**config.mk**
```make
export PLATFORM = sky130hd
export DESIGN_NAME = hilo_result_responder_flat
export DESIGN_NICKNAME = d
export VERILOG_FILES = /design/src/rtl/hilo_result_responder_pkg.sv /design/src/rtl/hilo_result_responder_if.sv /design/src/rtl/hilo_regfile.sv /design/src/rtl/hilo_result_responder.sv /design/src/flat_wrapper.sv
export SDC_FILE = /design/constraint.sdc
export NUM_CORES = 1
export LEC_CHECK = 0
export CORE_UTILIZATION = 25
export CTS_BUF_LIST = sky130_fd_sc_hd__clkbuf_8
export DETAILED_ROUTE_END_ITERATION = 16
export SLEW_MARGIN = 15
export SYNTH_ARGS = -nofsm -noshare
export SYNTH_HDL_FRONTEND = slang
export SYNTH_SLANG_ARGS = --single-unit
```
**constraint.sdc**
```tcl
create_clock -name clk -period 2.55 [get_ports clk]
set_clock_uncertainty 0.1 [all_clocks]
set_input_delay 0.255 -clock clk [delete_from_list [all_inputs] [get_ports clk]]
set_output_delay 0.255 -clock clk [all_outputs]
set_load 0.1 [all_outputs]
```
**src/rtl/hilo_result_responder_pkg.sv**
```systemverilog
// rtl/hilo_result_responder_pkg.sv - shared state encoding and register selectors for the HI/LO responder
package hilo_result_responder_pkg;

   typedef enum logic [1:0] {
      HILO_IDLE = 2'd0,
      HILO_BUSY = 2'd1,
      HILO_HELD = 2'd2
   } hilo_state;

   localparam logic HILO_SEL_LO = 1'b0;
   localparam logic HILO_SEL_HI = 1'b1;

   localparam int HILO_TIMEOUT_CNT_W = 16;

endpackage

```
**src/rtl/hilo_result_responder_if.sv**
```systemverilog
// rtl/hilo_result_responder_if.sv - pipeline/unit-facing signal bundle of the HI/LO responder
interface hilo_result_responder_if #(
   parameter int WIDTH = 32
) ();

   logic             issue;
   logic             cancel;
   logic             wb_stall;
   logic             res_valid;
   logic [WIDTH-1:0] res_hi;
   logic [WIDTH-1:0] res_lo;
   logic             hold_result;
   logic             clear;
   logic [WIDTH-1:0] hi_q;
   logic [WIDTH-1:0] lo_q;
   logic             mf_req;
   logic             mf_sel;
   logic             mf_valid;
   logic [WIDTH-1:0] mf_data;
   logic             mt_we;
   logic             mt_sel;
   logic [WIDTH-1:0] mt_data;
   logic             stall;
   logic             busy;

   modport slave (
      input  issue, cancel, wb_stall, res_valid, res_hi, res_lo,
      input  mf_req, mf_sel, mt_we, mt_sel, mt_data,
      output hold_result, clear, hi_q, lo_q, mf_valid, mf_data, stall, busy
   );

   modport master (
      output issue, cancel, wb_stall, res_valid, res_hi, res_lo,
      output mf_req, mf_sel, mt_we, mt_sel, mt_data,
      input  hold_result, clear, hi_q, lo_q, mf_valid, mf_data, stall, busy
   );

endinterface

```
**src/rtl/hilo_regfile.sv**
```systemverilog
// rtl/hilo_regfile.sv - architectural HI/LO registers with move-to write, move-from read and commit port
module hilo_regfile
   import hilo_result_responder_pkg::*;
#(
   parameter int WIDTH = 32
) (
   input  logic             clk,
   input  logic             reset,
   input  logic             commit,
   input  logic [WIDTH-1:0] commit_hi,
   input  logic [WIDTH-1:0] commit_lo,
   input  logic             wr_en,
   input  logic             wr_sel,
   input  logic [WIDTH-1:0] wr_data,
   input  logic             rd_en,
   input  logic             rd_sel,
   output logic [WIDTH-1:0] hi_q,
   output logic [WIDTH-1:0] lo_q,
   output logic             rd_valid,
   output logic [WIDTH-1:0] rd_data
);

   // Read samples the registers before any same-cycle write lands, so a move-from
   // paired with a move-to returns the old value.
   always_ff @(posedge clk) begin
      if (!reset) begin
         hi_q     <= '0;
         lo_q     <= '0;
         rd_valid <= 1'b0;
         rd_data  <= '0;
      end else begin
         rd_valid <= rd_en;
         if (rd_en) begin
            rd_data <= (rd_sel == HILO_SEL_HI) ? hi_q : lo_q;
         end
         if (commit) begin
            hi_q <= commit_hi;
            lo_q <= commit_lo;
         end else if (wr_en) begin
            if (wr_sel == HILO_SEL_LO) begin
               lo_q <= wr_data;
            end else begin
               hi_q <= wr_data;
            end
         end
      end
   end

endmodule

```
**src/rtl/hilo_result_responder.sv**
```systemverilog
// rtl/hilo_result_responder.sv - HI/LO owner tracking mul/div ops to commit; HILO_TIMEOUT_EN adds a BUSY watchdog
module hilo_result_responder
   import hilo_result_responder_pkg::*;
#(
   parameter int WIDTH          = 32,
   parameter int TIMEOUT_CYCLES = 64
) (
   input  logic                    clk,
   input  logic                    reset,
   hilo_result_responder_if.slave  bus
`ifdef HILO_TIMEOUT_EN
   ,
   output logic                    timeout_err
`endif
);

   hilo_state        state_q;
   hilo_state        state_d;
   logic             idle;
   logic             accept_issue;
   logic             timeout_hit;
   logic             commit;
   logic             capture;
   logic             hold;
   logic             clear;
   logic [WIDTH-1:0] held_hi;
   logic [WIDTH-1:0] held_lo;
   logic [WIDTH-1:0] commit_hi;
   logic [WIDTH-1:0] commit_lo;

   assign idle         = (state_q == HILO_IDLE);
   assign accept_issue = idle & bus.issue & ~bus.cancel;

`ifdef HILO_TIMEOUT_EN
   logic [HILO_TIMEOUT_CNT_W-1:0] to_cnt;

   assign timeout_hit = (state_q == HILO_BUSY) & ~bus.res_valid &
                        (to_cnt == HILO_TIMEOUT_CNT_W'(TIMEOUT_CYCLES - 1));

   always_ff @(posedge clk) begin
      if (!reset) begin
         to_cnt      <= '0;
         timeout_err <= 1'b0;
      end else begin
         if (accept_issue) begin
            to_cnt <= '0;
         end else if (state_q == HILO_BUSY) begin
            to_cnt <= to_cnt + 1'b1;
         end
         if (timeout_hit) begin
            timeout_err <= 1'b1;
         end
      end
   end
`else
   logic unused_timeout_cfg;

   assign timeout_hit        = 1'b0;
   assign unused_timeout_cfg = (TIMEOUT_CYCLES != 0);
`endif

   always_ff @(posedge clk) begin
      if (!reset) begin
         state_q <= HILO_IDLE;
      end else begin
         state_q <= state_d;
      end
   end

   always_comb begin
      state_d = state_q;
      case (state_q)
         HILO_IDLE: begin
            if (bus.issue && !bus.cancel) state_d = HILO_BUSY;
         end
         HILO_BUSY: begin
            if (bus.cancel || timeout_hit) state_d = HILO_IDLE;
            else if (bus.res_valid)        state_d = bus.wb_stall ? HILO_HELD : HILO_IDLE;
         end
         HILO_HELD: begin
            if (bus.cancel || !bus.wb_stall) state_d = HILO_IDLE;
         end
         default: state_d = HILO_IDLE;
      endcase
   end

   // Cancel outranks both a fresh result and a released held result.
   always_comb begin
      commit  = 1'b0;
      capture = 1'b0;
      hold    = 1'b0;
      clear   = 1'b0;
      case (state_q)
         HILO_BUSY: begin
            if (bus.cancel || timeout_hit) begin
               clear = 1'b1;
            end else if (bus.res_valid) begin
               if (bus.wb_stall) begin
                  hold    = 1'b1;
                  capture = 1'b1;
               end else begin
                  commit = 1'b1;
               end
            end
         end
         HILO_HELD: begin
            hold = 1'b1;
            if (bus.cancel)         clear  = 1'b1;
            else if (!bus.wb_stall) commit = 1'b1;
         end
         default: ;
      endcase
   end

   // Own copy of the stalled result so the unit is free to move on.
   always_ff @(posedge clk) begin
      if (!reset) begin
         held_hi <= '0;
         held_lo <= '0;
      end else if (capture) begin
         held_hi <= bus.res_hi;
         held_lo <= bus.res_lo;
      end
   end

   assign commit_hi = (state_q == HILO_HELD) ? held_hi : bus.res_hi;
   assign commit_lo = (state_q == HILO_HELD) ? held_lo : bus.res_lo;

   assign bus.hold_result = hold & reset;
   assign bus.clear       = clear & reset;
   assign bus.stall       = ~idle & (bus.issue | bus.mf_req | bus.mt_we) & reset;
   assign bus.busy        = ~idle;

   hilo_regfile #(
      .WIDTH (WIDTH)
   ) u_regfile (
      .clk       (clk),
      .reset     (reset),
      .commit    (commit),
      .commit_hi (commit_hi),
      .commit_lo (commit_lo),
      .wr_en     (idle & bus.mt_we),
      .wr_sel    (bus.mt_sel),
      .wr_data   (bus.mt_data),
      .rd_en     (idle & bus.mf_req),
      .rd_sel    (bus.mf_sel),
      .hi_q      (bus.hi_q),
      .lo_q      (bus.lo_q),
      .rd_valid  (bus.mf_valid),
      .rd_data   (bus.mf_data)
   );

endmodule

```
**src/flat_wrapper.sv**
```systemverilog
// flat-port wrapper written by rule: the top's interface ports become plain ports
module hilo_result_responder_flat import hilo_result_responder_pkg::*;
#(
   parameter int WIDTH          = 32,
   parameter int TIMEOUT_CYCLES = 64
)
  (clk, reset, bus_issue, bus_cancel, bus_wb_stall, bus_res_valid, bus_res_hi, bus_res_lo, bus_mf_req, bus_mf_sel, bus_mt_we, bus_mt_sel, bus_mt_data, bus_hold_result, bus_clear, bus_hi_q, bus_lo_q, bus_mf_valid, bus_mf_data, bus_stall, bus_busy);
  hilo_result_responder_if #(.WIDTH(WIDTH)) bus_i ();
  input  logic clk;
  input  logic reset;
  input wire logic [$bits(bus_i.issue)-1:0] bus_issue;
  input wire logic [$bits(bus_i.cancel)-1:0] bus_cancel;
  input wire logic [$bits(bus_i.wb_stall)-1:0] bus_wb_stall;
  input wire logic [$bits(bus_i.res_valid)-1:0] bus_res_valid;
  input wire logic [$bits(bus_i.res_hi)-1:0] bus_res_hi;
  input wire logic [$bits(bus_i.res_lo)-1:0] bus_res_lo;
  input wire logic [$bits(bus_i.mf_req)-1:0] bus_mf_req;
  input wire logic [$bits(bus_i.mf_sel)-1:0] bus_mf_sel;
  input wire logic [$bits(bus_i.mt_we)-1:0] bus_mt_we;
  input wire logic [$bits(bus_i.mt_sel)-1:0] bus_mt_sel;
  input wire logic [$bits(bus_i.mt_data)-1:0] bus_mt_data;
  output wire logic [$bits(bus_i.hold_result)-1:0] bus_hold_result;
  output wire logic [$bits(bus_i.clear)-1:0] bus_clear;
  output wire logic [$bits(bus_i.hi_q)-1:0] bus_hi_q;
  output wire logic [$bits(bus_i.lo_q)-1:0] bus_lo_q;
  output wire logic [$bits(bus_i.mf_valid)-1:0] bus_mf_valid;
  output wire logic [$bits(bus_i.mf_data)-1:0] bus_mf_data;
  output wire logic [$bits(bus_i.stall)-1:0] bus_stall;
  output wire logic [$bits(bus_i.busy)-1:0] bus_busy;
  assign bus_i.issue = bus_issue;
  assign bus_i.cancel = bus_cancel;
  assign bus_i.wb_stall = bus_wb_stall;
  assign bus_i.res_valid = bus_res_valid;
  assign bus_i.res_hi = bus_res_hi;
  assign bus_i.res_lo = bus_res_lo;
  assign bus_i.mf_req = bus_mf_req;
  assign bus_i.mf_sel = bus_mf_sel;
  assign bus_i.mt_we = bus_mt_we;
  assign bus_i.mt_sel = bus_mt_sel;
  assign bus_i.mt_data = bus_mt_data;
  assign bus_hold_result = bus_i.hold_result;
  assign bus_clear = bus_i.clear;
  assign bus_hi_q = bus_i.hi_q;
  assign bus_lo_q = bus_i.lo_q;
  assign bus_mf_valid = bus_i.mf_valid;
  assign bus_mf_data = bus_i.mf_data;
  assign bus_stall = bus_i.stall;
  assign bus_busy = bus_i.busy;
  hilo_result_responder #(.WIDTH(WIDTH), .TIMEOUT_CYCLES(TIMEOUT_CYCLES)) u_core (.clk(clk), .reset(reset), .bus(bus_i));
endmodule
```
==> results of run 1 <==
through the flow:
stage               area [sq um]  worst slack [ns]
floorplan                   7470             0.247
global placement            9680             0.330
detailed placement          9680             0.311
CTS                        10000             0.211
global route               10000            0.0572
finish                     10000             0.243
sequential cells by signal, summed over array words and instances, names as in the netlist:
signal,cells
u_core.held_hi,32
u_core.held_lo,32
u_core.state_q,2
u_core.u_regfile.hi_q,32
u_core.u_regfile.lo_q,32
u_core.u_regfile.rd_data,32
u_core.u_regfile.rd_valid,1
cell families (layout without fill, tap and decap cells):
group	after synthesis	count (layout)
mux	96	96
buf+inv	81	258
compound gates	233	233
fa+ha+maj	3	3
simple gates	305	305
flops	163	163
power by group through the flow:
stage	clock network [mW]	logic [mW]	registers [mW]
2_1_floorplan	0	0.382	3.45
3_3_place_gp	0	1.54	2.79
3_5_place_dp	0	1.54	2.79
4_1_cts	1.94	1.55	2.73
5_1_grt	2.05	1.61	2.74
6_report	1.87	1.54	2.73
placed cells by master, fill, tap and decap left out, drive strengths merged:
master         Yosys  routed
ha                 3       3
nor2               1       1
nand4              2       2
nand2            291     291
clkinv             0       4
nand2b             1       1
o211a             33      33
or2                1       1
nor3b              1       1
and2               2       2
a21boi            66      66
nand3              1       1
a21oi              3       3
and3               3       3
mux2              64      64
mux2i             32      32
clkdlybuf4s50      0     103
bufinv             0       1
clkinvlp           0       2
or4b               2       2
clkbuf            53      17
inv                4      11
buf               24     120
o21ai             66      66
dfxtp            163     163
o311a              1       1
a31oi             64      64
worst max path at each step:
stage	startpoint	endpoint	slack, ns
after CTS	u_core.state_q[1]	bus_hold_result	0.21
after global placement	bus_res_valid	u_core.u_regfile.hi_q[6]	0.33
after global routing	u_core.state_q[1]	bus_hold_result	0.06
after detailed placement	bus_res_valid	u_core.u_regfile.hi_q[30]	0.31
after floorplan	u_core.state_q[0]	bus_stall	0.25
final	u_core.state_q[1]	bus_hold_result	0.24
final cells by class:
class	count	area, sq um	area share, %
Clock inverter	14	130	1.30
Multi-Input combinational cell	637	3880	38.6
Inverter	4	15.0	0.149
Clock buffer	17	234	2.33
Sequential cell	163	3260	32.5
Tap cell	384	480	4.78
Timing Repair Buffer	223	2040	20.3
layer usage:
layer / part of all wire, % / track usage [%] / vias to the layer above
li1: - / - / 3363
met1: 49 / 20.7 / 3278
met2: 45 / 25.3 / 173
met3: 5.0 / 3.83 / 16
met4: 0.96 / 3.55 / 0
met5: 0 / 0 / -
==> out/metrics.yaml, run 1 <==
path_depth: 6
h-tree-depth: 4
finalNetCount: 1155
start_util_pct: 25.7
hp-start: "reset"
fp.dieH_microns: 175
worst_ir_drop_vdd_uv: 271
whs_ns: 0.154
antenna_found_initial: 0
die_w_microns: 175
crit_type: "reg2out"
r2r_start: "u_core.state_q[1]"
leakagePower_nw: 4.04
synth_area_leaders: "dfxtp_1 (44%), nand2_1 (15%), mux2_2 (9.7%)"
drtPass1Iterations: 5
synth_edf_count: 0
io_buffers: 206
p_sw_share_pct: 36.4
status: "finished clean"
cts.clk_slew.worst_paths_ns: 0.11
p_clk_share_pct: 30.4
period_needed_ns: 2.31
p_int_mw: 3.90
grt_overflow: 0
r2r_cells: 6
hold_viol: 0
first_global_vias: 6674
maxCapViolCount: 0
synth_compound_area_share_pct: 21.2
antenna_left: 0
syn_area_per_cell_sq_um: 8.47
grt_usage_pct: 15.6
reg2reg_slack_ns: 0.28
drc: 0
share_seq_of_total_power_pct: 44.5
min_period_over_period_pct: 90.5
final_cells: 1442
rsz0062_at_grt: "false"
crit_path_end_kind: "output port"
startpoint_type: "register"
yosysTopAreaCell: "dfxtp_1"
cts_buffers: 17
cts_setup_buffers: 0
dp.cells: 1411
power.density_nw_per_um2: 610
p_sw_mw: 2.23
postSynth.asyncResetShare_pct: 0
num-fill-cells: 3036
fmax_ghz: 0.434
antenna_cells: 0
yosysWarningCount: 0
clk_latency_ns: 0.46
clockBufferDepth: 2
via_per_inst: 4.74
synth.cells.most_frequent: "nand2_1 (291), dfxtp_1 (163), a21boi_0 (66), o21ai_0 (66)"
vias: 6830
arrival_ns: 1.95
postSynthCellCount: 881
wl_mm: 23.9
syn-cell-area_sq_um: 7470
synth_most_common_cell: "nand2_1"
fin_util_pct: 34.6
worst-path-max-fanout: 4
hold_path_class: "in2reg"
critical_path.cell_chain: "inv_1 -> ha_1 -> nand2_1 -> nor3b_2 -> o211a_1 -> buf_12"
worst_slew_pin_slew_ns: 0.857
synth-adder-area-share_pct: 0.503
std_cell_rows: 62
tritoncts: "yes"
drive_above_1_share_pct: 21.2
hold_buffers: 0
wl_per_cell_microns: 16.6
fp.coreArea_sq_um: 29000
comb_power_share_pct: 25.1
die-area_sq_um: 30600
ys_types: 26
grt_pass1_wl_mm: 37.5
critPathMaxStageDelay_ns: 0.35
boundaryPins: 207
worstPathRequired_ns: 2.19
yosysTopAreaCellShare_pct: 43.7
timing.rr.end: "u_core.u_regfile.hi_q[1]"
drt_iter0_markers: 324
slew_headroom_pct: 42.8
grt_max_degree: 129
cts.sinks: 163
hold_depth: 2
tns_ns: 0
total_power_mw: 6.13
synthToLayoutAreaGrowth_pct: 34.6
cp_num_buf_inv: 2
synthFlopType: "dfxtp_1"
synth_top_family_by_area: "compound AO/OA/AOI/OAI gates"
yosys.area_share.simple_pct: 15.9
cts_root_buffer: "clkbuf_8"
synth_seq_area_share_pct: 43.7
synthMuxAreaShare_pct: 13.9
setup_viol: 0
slowest_stage: "dfxtp_1"
min_to: "u_core.u_regfile.rd_data[8]"
place_congestion: 0.763
ys_ff_latch: 163
postCtsResizedCells: 0
syn_nets: 990
place_hpwl_mm: 15.3
synth_xor_area_share_pct: 0
path_delay_family: "simple AND/OR/NAND/NOR gates"
drv_slew: 0
No activity file was read; power rests on OpenSTA's default activity.
==> inputs of run 2 (changes only) <==
Settings changed: CTS_CLUSTER_DIAMETER from default to 80.
==> results of run 2 <==
No change in the layout: final DEF, timing and power equal those of run 1.
